$ cat config.mk
export PLATFORM = sky130hd
export DESIGN_NAME = layered_sprite_compositor
export DESIGN_NICKNAME = d
export VERILOG_FILES = /design/src/rtl/layered_sprite_compositor.sv
export SDC_FILE = /design/constraint.sdc
export NUM_CORES = 1
export LEC_CHECK = 0
export BUFFER_PORTS_ARGS = -buffer_cell sky130_fd_sc_hd__clkbuf_2
export CORE_UTILIZATION = 58
export DETAILED_ROUTE_END_ITERATION = 8
export HOLD_SLACK_MARGIN = 0.1
export PLACE_DENSITY = 0.95
export SYNTH_ARGS = -nofsm -noshare
export SYNTH_HDL_FRONTEND = slang
export SYNTH_SLANG_ARGS = --single-unit
$ cat constraint.sdc
create_clock -name Clk -period 4.95 [get_ports Clk]
set_clock_uncertainty 0.2 [all_clocks]
set_input_delay 0.99 -clock Clk [delete_from_list [all_inputs] [get_ports Clk]]
set_output_delay 0.99 -clock Clk [all_outputs]
set_load 0.1 [all_outputs]
$ cat src/rtl/layered_sprite_compositor.sv
`default_nettype none
// ============================================================================
// Module      : layered_sprite_compositor
// Description : Two-stage pixel compositor. Layers solid boxes, centred
//               sprites with colour-key transparency and hit-flash, and a
//               wall/floor tile background into registered 4:4:4 RGB.
//               Sprite, maze and texture ROMs are addressed in stage 1 and
//               their data is consumed in stage 2.
// Revision    : 1.0 - initial release
// ============================================================================
module layered_sprite_compositor #(
    parameter int          NUM_SPR      = 2,
    parameter int          SPR_SIZE     = 16,
    parameter int          NUM_BOX      = 6,
    parameter int          BOX_SIZE     = 4,
    parameter int          TILE_W       = 32,
    parameter int          TILE_H       = 24,
    parameter int          MAZE_W       = 20,
    parameter int          MAZE_H       = 20,
    parameter logic [11:0] KEY_RGB      = 12'hFFF,
    parameter int          FLASH_FRAMES = 8,
    parameter logic [11:0] FLASH_RGB    = 12'hF00,
    localparam int         SA           = $clog2(SPR_SIZE)
) (
    input  logic                    Clk,
    input  logic                    Reset_n,
    input  logic                    pix_valid,
    input  logic                    frame_start,
    input  logic [9:0]              DrawX,
    input  logic [9:0]              DrawY,
    input  logic [10*NUM_SPR-1:0]   spr_x,
    input  logic [10*NUM_SPR-1:0]   spr_y,
    input  logic [NUM_SPR-1:0]      spr_hit,
    output logic [2*SA*NUM_SPR-1:0] spr_addr,
    input  logic [12*NUM_SPR-1:0]   spr_rgb,
    input  logic [10*NUM_BOX-1:0]   box_x,
    input  logic [10*NUM_BOX-1:0]   box_y,
    input  logic [NUM_BOX-1:0]      box_en,
    input  logic [12*NUM_BOX-1:0]   box_rgb,
    output logic [4:0]              tile_x,
    output logic [4:0]              tile_y,
    input  logic                    wall_bit,
    input  logic [11:0]             wall_rgb,
    input  logic [11:0]             floor_rgb,
    output logic [3:0]              Red,
    output logic [3:0]              Green,
    output logic [3:0]              Blue,
    output logic                    out_valid
);

    localparam int         c_FCW        = $clog2(FLASH_FRAMES + 1);
    localparam logic [c_FCW-1:0] c_FLASH_LOAD = c_FCW'(FLASH_FRAMES);
    localparam logic [9:0] c_HALF       = 10'(SPR_SIZE / 2);
    localparam logic [9:0] c_SPR_SIZE   = 10'(SPR_SIZE);
    localparam logic [10:0] c_BOX_SIZE  = 11'(BOX_SIZE);

    // ------------------------------------------------------------------
    // Stage-1 combinational terms
    // ------------------------------------------------------------------
    logic [NUM_SPR-1:0]      w_inbox;
    logic [2*SA*NUM_SPR-1:0] w_addr;
    logic [NUM_SPR-1:0]      w_flash_on;
    logic [NUM_BOX-1:0]      w_box_in;
    logic                    w_box_hit;
    logic [11:0]             w_box_col;
    logic [9:0]              w_tile_x_full;
    logic [9:0]              w_tile_y_full;
    logic                    w_tile_ok;

    // Stage-1 registers
    logic                    r_pv;
    logic [NUM_SPR-1:0]      r_inbox;
    logic [NUM_SPR-1:0]      r_flash_on;
    logic                    r_box_hit;
    logic [11:0]             r_box_rgb;
    logic                    r_tile_ok;

    // Stage-2 combinational terms
    logic                    w_spr_hit;
    logic [11:0]             w_spr_col;
    logic [11:0]             w_pix_rgb;

    // Sprite window: the relative offset wraps in 10 bits, so a sprite near
    // the right/bottom edge also shows at the opposite edge.
    for (genvar i = 0; i < NUM_SPR; i++) begin : g_spr
        logic [9:0] w_rel_x;
        logic [9:0] w_rel_y;
        assign w_rel_x = DrawX - spr_x[10*i +: 10] + c_HALF;
        assign w_rel_y = DrawY - spr_y[10*i +: 10] + c_HALF;
        assign w_inbox[i] = (w_rel_x < c_SPR_SIZE) && (w_rel_y < c_SPR_SIZE);
        assign w_addr[2*SA*i +: 2*SA] = {w_rel_y[SA-1:0], w_rel_x[SA-1:0]};
    end

    // Box window: 11-bit compares so a box near X=1023 never wraps to X=0.
    for (genvar j = 0; j < NUM_BOX; j++) begin : g_box
        logic [10:0] w_lo_x;
        logic [10:0] w_lo_y;
        logic [10:0] w_hi_x;
        logic [10:0] w_hi_y;
        assign w_lo_x = {1'b0, box_x[10*j +: 10]};
        assign w_lo_y = {1'b0, box_y[10*j +: 10]};
        assign w_hi_x = w_lo_x + c_BOX_SIZE;
        assign w_hi_y = w_lo_y + c_BOX_SIZE;
        assign w_box_in[j] = box_en[j]
                           && ({1'b0, DrawX} >= w_lo_x) && ({1'b0, DrawX} < w_hi_x)
                           && ({1'b0, DrawY} >= w_lo_y) && ({1'b0, DrawY} < w_hi_y);
    end

    // Hit-flash counter per sprite: a hit reloads, frame_start counts down
    // to zero; blink-on frames are the odd counts.
    for (genvar i = 0; i < NUM_SPR; i++) begin : g_flash
        logic [c_FCW-1:0] r_cnt;

        // Load on hit (wins over frame_start), otherwise saturating decrement
        always_ff @(posedge Clk or negedge Reset_n) begin
            if (!Reset_n) begin
                r_cnt <= '0;
            end else if (spr_hit[i]) begin
                r_cnt <= c_FLASH_LOAD;
            end else if (frame_start && (r_cnt != '0)) begin
                r_cnt <= r_cnt - 1'b1;
            end
        end

        assign w_flash_on[i] = (r_cnt != '0) && r_cnt[0];
    end

    // Lowest-index hit box wins: scan from the top down so index 0 lands last
    always_comb begin
        w_box_hit = 1'b0;
        w_box_col = '0;
        for (int j = NUM_BOX - 1; j >= 0; j--) begin
            if (w_box_in[j]) begin
                w_box_hit = 1'b1;
                w_box_col = box_rgb[12*j +: 12];
            end
        end
    end

    // Tile coordinates are range-checked at full width before truncation
    assign w_tile_x_full = DrawX / 10'(TILE_W);
    assign w_tile_y_full = DrawY / 10'(TILE_H);
    assign w_tile_ok     = (w_tile_x_full < 10'(MAZE_W)) && (w_tile_y_full < 10'(MAZE_H));

    // Stage 1: register ROM addresses and per-pixel geometry results
    always_ff @(posedge Clk or negedge Reset_n) begin
        if (!Reset_n) begin
            r_pv       <= 1'b0;
            spr_addr   <= '0;
            tile_x     <= '0;
            tile_y     <= '0;
            r_tile_ok  <= 1'b0;
            r_inbox    <= '0;
            r_flash_on <= '0;
            r_box_hit  <= 1'b0;
            r_box_rgb  <= '0;
        end else begin
            r_pv       <= pix_valid;
            spr_addr   <= w_addr;
            tile_x     <= w_tile_x_full[4:0];
            tile_y     <= w_tile_y_full[4:0];
            r_tile_ok  <= w_tile_ok;
            r_inbox    <= w_inbox;
            r_flash_on <= w_flash_on;
            r_box_hit  <= w_box_hit;
            r_box_rgb  <= w_box_col;
        end
    end

    // Lowest-index opaque in-box sprite wins; key-coloured pixels fall through
    always_comb begin
        w_spr_hit = 1'b0;
        w_spr_col = '0;
        for (int i = NUM_SPR - 1; i >= 0; i--) begin
            if (r_inbox[i] && (spr_rgb[12*i +: 12] != KEY_RGB)) begin
                w_spr_hit = 1'b1;
                w_spr_col = r_flash_on[i] ? FLASH_RGB : spr_rgb[12*i +: 12];
            end
        end
    end

    // Layer priority: blanking, box, sprite, wall, floor
    always_comb begin
        w_pix_rgb = floor_rgb;
        if (!r_pv) begin
            w_pix_rgb = '0;
        end else if (r_box_hit) begin
            w_pix_rgb = r_box_rgb;
        end else if (w_spr_hit) begin
            w_pix_rgb = w_spr_col;
        end else if (r_tile_ok && wall_bit) begin
            w_pix_rgb = wall_rgb;
        end
    end

    // Stage 2: register the resolved colour
    always_ff @(posedge Clk or negedge Reset_n) begin
        if (!Reset_n) begin
            Red       <= '0;
            Green     <= '0;
            Blue      <= '0;
            out_valid <= 1'b0;
        end else begin
            Red       <= w_pix_rgb[11:8];
            Green     <= w_pix_rgb[7:4];
            Blue      <= w_pix_rgb[3:0];
            out_valid <= r_pv;
        end
    end

endmodule
`default_nettype wire

==> impl_results.md, run 1 <==
- Status: finished clean
- Worst rel slew slack: 0.326
- Htree depth: 3
- GRT Overall Usage: 0.353
- Fraction of registers with async set/reset: 1.00
- Achievable frequency: 0.236 GHz
- Peak supply drop: 0.000157 V
- FF/Latch Area: 1650 sq um
- Element type at the critical path end: register
- CTS Hold Bufs: 0
- RSZ-0062 raised after global routing: false
- Final worst path period share: 0.857
- Synth cell types: 67
- Switching part of the total: 0.472
- Die Ht: 144 um
- Largest cells by area after synthesis: ha_1 (32%), dfrtp_1 (14%), xnor2_1 (7.7%), inv_1 (6.7%), a21oi_1 (3.7%)
- DP HPWL: 30300 um
- Initial core utilization: 0.595
- Worst slew pin tran: 1.01 ns
- Seq cells post-synth: 66
- Max Cap Viol: 0
- Worst R2R Path Depth: 8
- CORE AREA: 19500 sq um
- Insertion delay to the later sink of the worst-skew pair: 0.35 ns
- Post-Syn Nets: 2047
- Pwr dens: 207 nW/um^2
- Vias in the first global route: 12022
- Crit path kind: primary input to register
- Clock power frac: 0.218
- DRT iter0 DRCs: 664
- Die Area: 20600 sq um
- Post-synth EDFFs: 0
- Pin count of the biggest net entering global routing: 67
- First-pass GRT wire length: 56600 um
- GP Congestion: 0.931
- Top cell type's share of synthesized area: 0.323
- Final hold slack: 0.331 ns
- # setup viols final: 0
- Hold depth: 2
- Multi-input gate area: 9090 sq um
- Synthesis-to-layout area growth: 20.2%
- DRC: 0
- Post-CTS setup buffers: 0
- Detailed Routing Iterations Pass 1: 5
- Sw Pwr: 0.00136 W
- Mapped Cells: 1430
- Total power: 0.00289 W
- Clock Sinks: 66
- Share of layout cells above drive strength 1: 0.221
- Clock transition at path regs: 0.06 ns
- Remaining global-route overflow: 0
- WL/cell: 18.1 um
- Post-synth top flop: dfrtp_1
- IO Pins: 352
- Final ANT Viol Nets: 0
- Root Buffer: clkbuf_16
- Top-count cell post-synth: ha_1
- Pins over their slew limit: 0
- Layout fillers: 1527
- CTS tree: built
- Final WL: 37000 um
- Post-CTS sizing: 0
- TNS Setup: 0 ns
- Initial antenna violation count: 3
- Row count: 51
- Clk buf depth: 2
- Post-synth top area cell: ha_1
- Top cells by count, synth: ha_1 (300), inv_1 (207), xnor2_1 (102)
- Worst Path Max Fanout: 11
- Internal: 0.00152 W
- Via count: 12315
- Min Clock Period, post-route: 4.24 ns
- Path type of the worst min-delay path: register to register
- Clock buffer count from CTS: 9
- Crit path arrival time: 4.30 ns
- Sequential share of the synthesized area: 0.142
- Synth warn: 0
- Leakage: 7.60 nW
- Logic pwr share: 0.549
- Die X: 144 um
- Sequential power share: 0.232
- I/O Buffers: 351
- CP Launch Type: primary input
- Via density: 6.01
- Post-Syn Area: 11600 sq um
- Worst path required time: 5.00 ns
- Final net count: 2394
- Syn Area/Cell: 8.13 sq um
- Final hold viol count: 0
-- power by group through the flow --
stage / clock, W / combinational [W] / sequential [W]
after detailed placement: 0 / 0.00156 / 0.000679
after CTS: 0.000635 / 0.00157 / 0.000669
final: 0.000631 / 0.00159 / 0.000671
after floorplan: 0 / 0.000761 / 0.000995
after global routing: 0.000662 / 0.00173 / 0.000678
after global placement: 0 / 0.00149 / 0.000677
-- stage by stage --
stage,cells,area [sq um],worst slack [ns],utilization
2_1_floorplan,1430,11600,1.24,-
3_3_place_gp,2031,13700,0.586,0.701
3_5_place_dp,2031,13700,0.398,0.701
4_1_cts,2047,14000,0.765,0.715
5_1_grt,2049,14000,0.517,0.715
6_report,2050,14000,0.707,0.715
-- cell families after synthesis --
kind of cell               share of synthesized area
and+or+nand+nor                                0.156
xor gates and xnor gates                      0.0852
buffers and inverters                         0.0760
muxes                                        0.00194
adders and majority gates                      0.331
DFF                                            0.142
AOI/OAI and AO/OA                              0.208
-- layout by cell type (no fill, tap or decap), types with 14 or more instances in the layout --
| cell | instances |
|---|---|
| nand4_1 | 18 |
| ha_1 | 300 |
| o21ai_0 | 58 |
| nand2b_1 | 19 |
| a21o_1 | 32 |
| nand3_1 | 61 |
| nor3_1 | 32 |
| clkbuf_2 | 350 |
| xnor2_1 | 102 |
| inv_1 | 207 |
| nor2_1 | 67 |
| o21bai_1 | 14 |
| a31oi_1 | 17 |
| a21oi_1 | 85 |
| and2_1 | 17 |
| nand2_1 | 81 |
| a311oi_1 | 21 |
| dfrtp_1 | 66 |
| nor2b_1 | 31 |
-- worst max-delay path: stages --
cell and delay (ns):
clkbuf_2 0.12, ha_1 0.19, nand3_1 0.12, nor3_1 0.26
xnor2_1 0.16, ha_1 0.25, o2111a_1 0.14, o31ai_1 0.07
a21oi_1 0.07, o41ai_1 0.37, nand4_1 0.22, a21oi_1 0.83
a221oi_1 0.18, o32ai_1 0.31
-- worst paths after layout --
path,slack (ns),to,startpoint
setup reg to reg,2.54,Red[1],r_inbox[0]
hold / removal,0.33,Blue[2],r_box_rgb[2]
hold reg to reg,0.33,Blue[2],r_box_rgb[2]
max in group asynchronous,3.38,r_box_rgb[3],Reset_n
setup / recovery,0.71,r_box_rgb[10],box_x[52]
min in group asynchronous,0.56,spr_addr[0],Reset_n
-- flip-flops by register name (all words and copies together) (netlist names), 4 cells and up --
signal / count
spr_addr: 16
r_box_rgb: 12
g_flash.r_cnt: 8
tile_x: 5
tile_y: 5
Blue: 4
Green: 4
Red: 4
-- cell type report --
type	instances	share of cell area
Clock inverter	7	0.00367
Tap cell	265	0.0237
Inverter	207	0.0556
Multi-Input combinational cell	1132	0.651
Timing Repair Buffer	361	0.131
Clock buffer	9	0.0161
Antenna cell	3	0.000538
Sequential cell	66	0.118
-- metal layers --
| layer | share of wire | vias up | global-route usage |
|---|---|---|---|
| li1 | - | 5858 | - |
| met1 | 0.39 | 5702 | 0.400 |
| met2 | 0.47 | 600 | 0.607 |
| met3 | 0.083 | 153 | 0.0833 |
| met4 | 0.050 | 2 | 0.199 |
| met5 | 0.00024 | - | 0 |
(Power assumes the default switching activity.)
==> run 2, diff against run 1 <==
- CTS_CLUSTER_DIAMETER: not set -> 200
- REMOVE_ABC_BUFFERS: not set -> 1
==> impl_results.md, run 2 (same netlist as run 1, synthesis figures left out) <==
- Fin cells: 2045 (-0.24%)
- Clock transition at path regs: 0.06 ns (about the same)
- Placed insts: 2029 (-0.098%)
- Clock Sinks: 66 (unchanged)
- Max reg flops: 16 (unchanged)
- CP Launch Type: primary input
- Die X: 144 um (unchanged)
- Row count: 51 (unchanged)
- First-pass GRT wire length: 57300 um (+1.3%)
- Worst rel slew slack: 0.331 (+0.00468)
- Leakage: 7.64 nW (+0.53%)
- Final WL: 37300 um (+0.71%)
- DRT iter0 DRCs: 912 (+37%)
- Worst reg2reg startpoint: r_inbox[1]
- Peak supply drop: 0.000166 V (+5.5%)
- Detailed Routing Iterations Pass 1: 6 (+1)
- Vias in the first global route: 12163 (+1.2%)
- Worst slew pin tran: 0.991 ns (-0.0196 ns)
- Pins over their slew limit: 0 (unchanged)
- Final net count: 2392 (-0.084%)
- Worst Path Max Fanout: 12 (+1)
- TNS Setup: 0 ns (unchanged)
- Clock buffer count from CTS: 9 (unchanged)
- Via density: 6.10 (+1.5%)
- Pwr dens: 221 nW/um^2 (+6.8%)
- HP Start: r_box_rgb[5]
- Crit path arrival time: 4.54 ns (+0.24 ns)
- Post-CTS sizing: 0 (unchanged)
- GP Congestion: 1.01 (+8.6%)
- Clk buf depth: 2 (unchanged)
- Root Buffer: clkbuf_16
- Min Clock Period, post-route: 4.54 ns (+0.294 ns)
- Final ANT Viol Nets: 0 (unchanged)
- Commonest cells after routing, fill and taps aside: clkbuf_2 (350), ha_1 (300), inv_1 (207)
- RSZ-0062 raised after global routing: false
- Final worst path period share: 0.916 (+0.0593)
- Element type at the critical path end: register
- Initial antenna violation count: 0 (-3)
- N_diodes: 0 (-3)
- DRC: 0 (unchanged)
- Commonest non-fill, non-tap cell in the layout: clkbuf_2
- Status: finished clean
- I/O Buffers: 351 (unchanged)
- WL/cell: 18.2 um (+0.95%)
- Post-CTS setup buffers: 0 (unchanged)
- Via count: 12474 (+1.3%)
- Share of layout cells above drive strength 1: 0.220 (-0.000876)
- Initial core utilization: 0.595 (unchanged)
- Die Area: 20600 sq um (unchanged)
- Final hold viol count: 0 (unchanged)
- IO Pins: 352 (unchanged)
- CTS Hold Bufs: 0 (unchanged)
- Synthesis-to-layout area growth: 20.8%
- Insertion delay to the later sink of the worst-skew pair: 0.35 ns (about the same)
- Top reg by flops: spr_addr
- Htree depth: 3 (unchanged)
- Top flop regs: spr_addr x16, r_box_rgb x12, g_flash.r_cnt x8
- Die Ht: 144 um (unchanged)
- Max Cap Viol: 0 (unchanged)
- CORE AREA: 19500 sq um (unchanged)
- Path type of the worst min-delay path: register to register
- Worst path required time: 4.95 ns (-0.05 ns)
- Achievable frequency: 0.220 GHz (-6.5%)
- CTS tree: built
- Remaining global-route overflow: 0 (unchanged)
- Final hold slack: 0.345 ns (+0.0141 ns)
- CP Launch Point: box_x[24]
- GRT Overall Usage: 0.356 (+0.00282)
- Crit path kind: primary input to register
- DP HPWL: 30500 um (+0.50%)
- Pin count of the biggest net entering global routing: 67 (unchanged)
- # setup viols final: 0 (unchanged)
==> run 2: critical path: stages <==
cell	delay, ns
clkbuf_2	0.15
nand3_1	0.09
nor3_1	0.27
xnor2_1	0.19
ha_1	0.28
a21o_1	0.18
a211o_1	0.30
o311ai_0	0.86
o221ai_1	0.43
or2_2	0.42
nand3_2	0.23
o32ai_1	0.14
==> run 2: final cells by class <==
type | instances | area (sq um)
well taps | 265 | 332
clock buffers | 10 | 239
clock inverters | 6 | 138
fillers | 1461 | 5480
multi-input cells | 1132 | 9090
inverters | 207 | 777
repair buffers | 359 | 1820
flip-flops and latches | 66 | 1650
==> run 2: final timing paths <==
kind                                             to  slack, ns  cells after the start
worst min-delay path                       Green[1]       0.34                      2
worst max-delay path                   r_box_rgb[4]       0.41                     12
max in group asynchronous       g_flash[0].r_cnt[0]       3.38                      1
worst max register to register               Red[2]       2.58                      6
min in group asynchronous                   Blue[2]       0.57                      1
worst min register to register             Green[1]       0.34                      2
==> run 2: report_power, final <==
| group | switching [W] | internal [W] | leakage (nW) |
|---|---|---|---|
| Sequential | 0.0000619 | 0.000619 | 0.822 |
| Clock | 0.000269 | 0.000558 | 0.183 |
| Combinational | 0.00103 | 0.000561 | 6.63 |
| Total | 0.00136 | 0.00174 | 7.64 |
==> run 2: through the flow <==
stage                      util  cell area [sq um]  worst slack (ns)  power (W)
after floorplan               -              11500              1.14    0.00174
after global placement    0.700              13700             0.397    0.00218
after detailed placement  0.700              13700             0.319    0.00225
after CTS                 0.719              14000             0.683    0.00308
after global routing      0.719              14000             0.435    0.00328
final                     0.719              14000             0.413    0.00310
==> run 2: layer usage <==
layer | track usage | vias up | share of wire
li1 | - | 5860 | -
met5 | 0 | - | 0
met4 | 0.185 | 0 | 0.042
met1 | 0.434 | 5801 | 0.40
met3 | 0.0766 | 142 | 0.096
met2 | 0.587 | 671 | 0.46
==> run 3, diff against run 2 <==
- RECOVER_POWER: not set -> 25
==> impl_results.md, run 3 (same netlist as run 1, synthesis figures left out) <==
- Status: finished, violations left
- Failing checks: capacitance limit, slew limit
- DRT iter0 DRCs: 922 (+1.1%)
- Final hold viol count: 0 (unchanged)
- Worst reg2reg startpoint: r_inbox[1]
- # setup viols final: 0 (unchanged)
- CORE AREA: 19500 sq um (unchanged)
- DR WL met3: 3480 um (-2.6%)
- Via count: 12448 (-0.21%)
- Final worst path period share: 0.960 (+0.0439)
- Pwr dens: 221 nW/um^2 (about the same)
- Final WL: 37200 um (-0.28%)
- Final Worst Setup Slack: 0.196 ns (-0.217 ns)
- Clock transition at path regs: 0.06 ns (about the same)
- HP Start: r_box_rgb[5]
- Crit path arrival time: 4.76 ns (+0.22 ns)
- Met1 WL: 14900 um (about the same)
- Worst Path Max Fanout: 16 (+4)
- IO Pins: 352 (unchanged)
- Crit path kind: primary input to register
- Clock Sinks: 66 (unchanged)
- Clk buf depth: 2 (unchanged)
- Top reg by flops: spr_addr
- Achievable frequency: 0.210 GHz (-4.6%)
- Via density: 6.09 (-0.21%)
- Post-CTS sizing: 0 (unchanged)
- Die Area: 20600 sq um (unchanged)
- Worst rel slew slack: -0.210 (-0.541)
- Root Buffer: clkbuf_16
- Peak supply drop: 0.000166 V (about the same)
- Worst slew pin tran: 1.81 ns (+0.824 ns)
- Initial core utilization: 0.595 (unchanged)
- RSZ-0062 raised after global routing: false
- Leakage: 7.62 nW (-0.20%)
- DRC: 0 (unchanged)
- Element type at the critical path end: register
- Pin count of the biggest net entering global routing: 67 (unchanged)
- CP Launch Point: DrawX[7]
- Vias in the first global route: 12163 (unchanged)
- Synthesis-to-layout area growth: 20.8% (about the same)
- Pre-CTS WS: 0.319 ns (unchanged)
- Post-CTS setup buffers: 0 (unchanged)
- Reg2reg end: Red[2]
- GRT Overall Usage: 0.356 (unchanged)
- Share of layout cells above drive strength 1: 0.217 (-0.00281)
- Worst R2R Path Depth: 6 (unchanged)
- Max reg flops: 16 (unchanged)
- Die Ht: 144 um (unchanged)
- First-pass GRT wire length: 57300 um (unchanged)
- Max Cap Viol: 1 (+1)
- Remaining global-route overflow: 0 (unchanged)
- TNS Setup: 0 ns (unchanged)
- WL/cell: 18.2 um (-0.28%)
- N_diodes: 0 (unchanged)
- Worst path required time: 4.95 ns (about the same)
- Critical path endpoint: r_box_rgb[4]
- Pins over their slew limit: 67 (+67)
- Htree depth: 3 (unchanged)
- Layout fillers: 1464 (+0.21%)
- Min Clock Period, post-route: 4.75 ns (+0.217 ns)
- Commonest non-fill, non-tap cell in the layout: clkbuf_2
- Die X: 144 um (unchanged)
- Final net count: 2392 (unchanged)
- CTS tree: built
- Top flop regs: spr_addr x16, r_box_rgb x12, g_flash.r_cnt x8
- Commonest cells after routing, fill and taps aside: clkbuf_2 (346), ha_1 (300), inv_1 (207)
- Max Used Layer: met4
- CTS Hold Bufs: 0 (unchanged)
- GP Congestion: 1.01 (unchanged)
- Path type of the worst min-delay path: register to register
- Detailed Routing Iterations Pass 1: 6 (unchanged)
- DP HPWL: 30500 um (unchanged)
- Row count: 51 (unchanged)
- CP Launch Type: primary input
- Insertion delay to the later sink of the worst-skew pair: 0.35 ns (about the same)
- Initial antenna violation count: 0 (unchanged)
- I/O Buffers: 351 (unchanged)
- Reg-to-reg slack, setup: 2.55 ns (-0.03 ns)
- Detailed route wirelength on metal2: 17200 um (-0.37%)
- Final ANT Viol Nets: 0 (unchanged)
- Clock buffer count from CTS: 9 (unchanged)
==> run 3: cell types whose count changed in the layout (fill, tap and decap cells not counted), sizes merged <==
cell / previous run / this run
clkbuf: 360 / 361
buf: 9 / 8
==> run 3: worst min path at each step <==
stage           endpoint  cells after the start
2_1_floorplan  out_valid                      0
3_3_place_gp    Green[1]                      2
6_report        Green[1]                      2
3_5_place_dp    Green[1]                      2
4_1_cts         Green[1]                      2
5_1_grt         Green[3]                      2
==> run 3: area by class of cell <==
class	count	area, sq um	area share
Multi-Input combinational cell	1132	9090	0.648
Timing Repair Buffer	359	1810	0.129
Sequential cell	66	1650	0.118
Inverter	207	777	0.0554
Tap cell	265	332	0.0236
Clock buffer	10	239	0.0170
Clock inverter	6	138	0.00981
==> run 3: critical path, cell delays in order <==
cell and delay [ns]:
clkbuf_1 0.80, ha_1 0.40, a21o_1 0.18, a211o_1 0.30, o311ai_0 0.85, o221ai_1 0.43
or2_2 0.42, nand3_2 0.23, o32ai_1 0.14
==> run 3: power breakdown <==
group	leakage (nW)	internal, W	switching [W]
clock	0.183	0.000558	0.000267
combinational	6.62	0.000561	0.00103
sequential	0.822	0.000619	0.0000635
==> run 3: metrics by stage <==
step	hold WS [ns]	util	power, W	cell area (sq um)	std cells
global placement	0.292	0.700	0.00218	13700	2029
global route	0.363	0.719	0.00328	14000	2045
CTS	0.331	0.719	0.00308	14000	2045
finish	0.348	0.719	0.00310	14000	2045
detailed placement	0.323	0.700	0.00225	13700	2029
floorplan	0.281	-	0.00174	11500	1405
==> run 3: per-layer routing <==
layer	vias to the layer above	GRT usage
li1	5858	-
met1	5782	0.434
met2	664	0.587
met3	144	0.0766
met4	0	0.185
met5	-	0
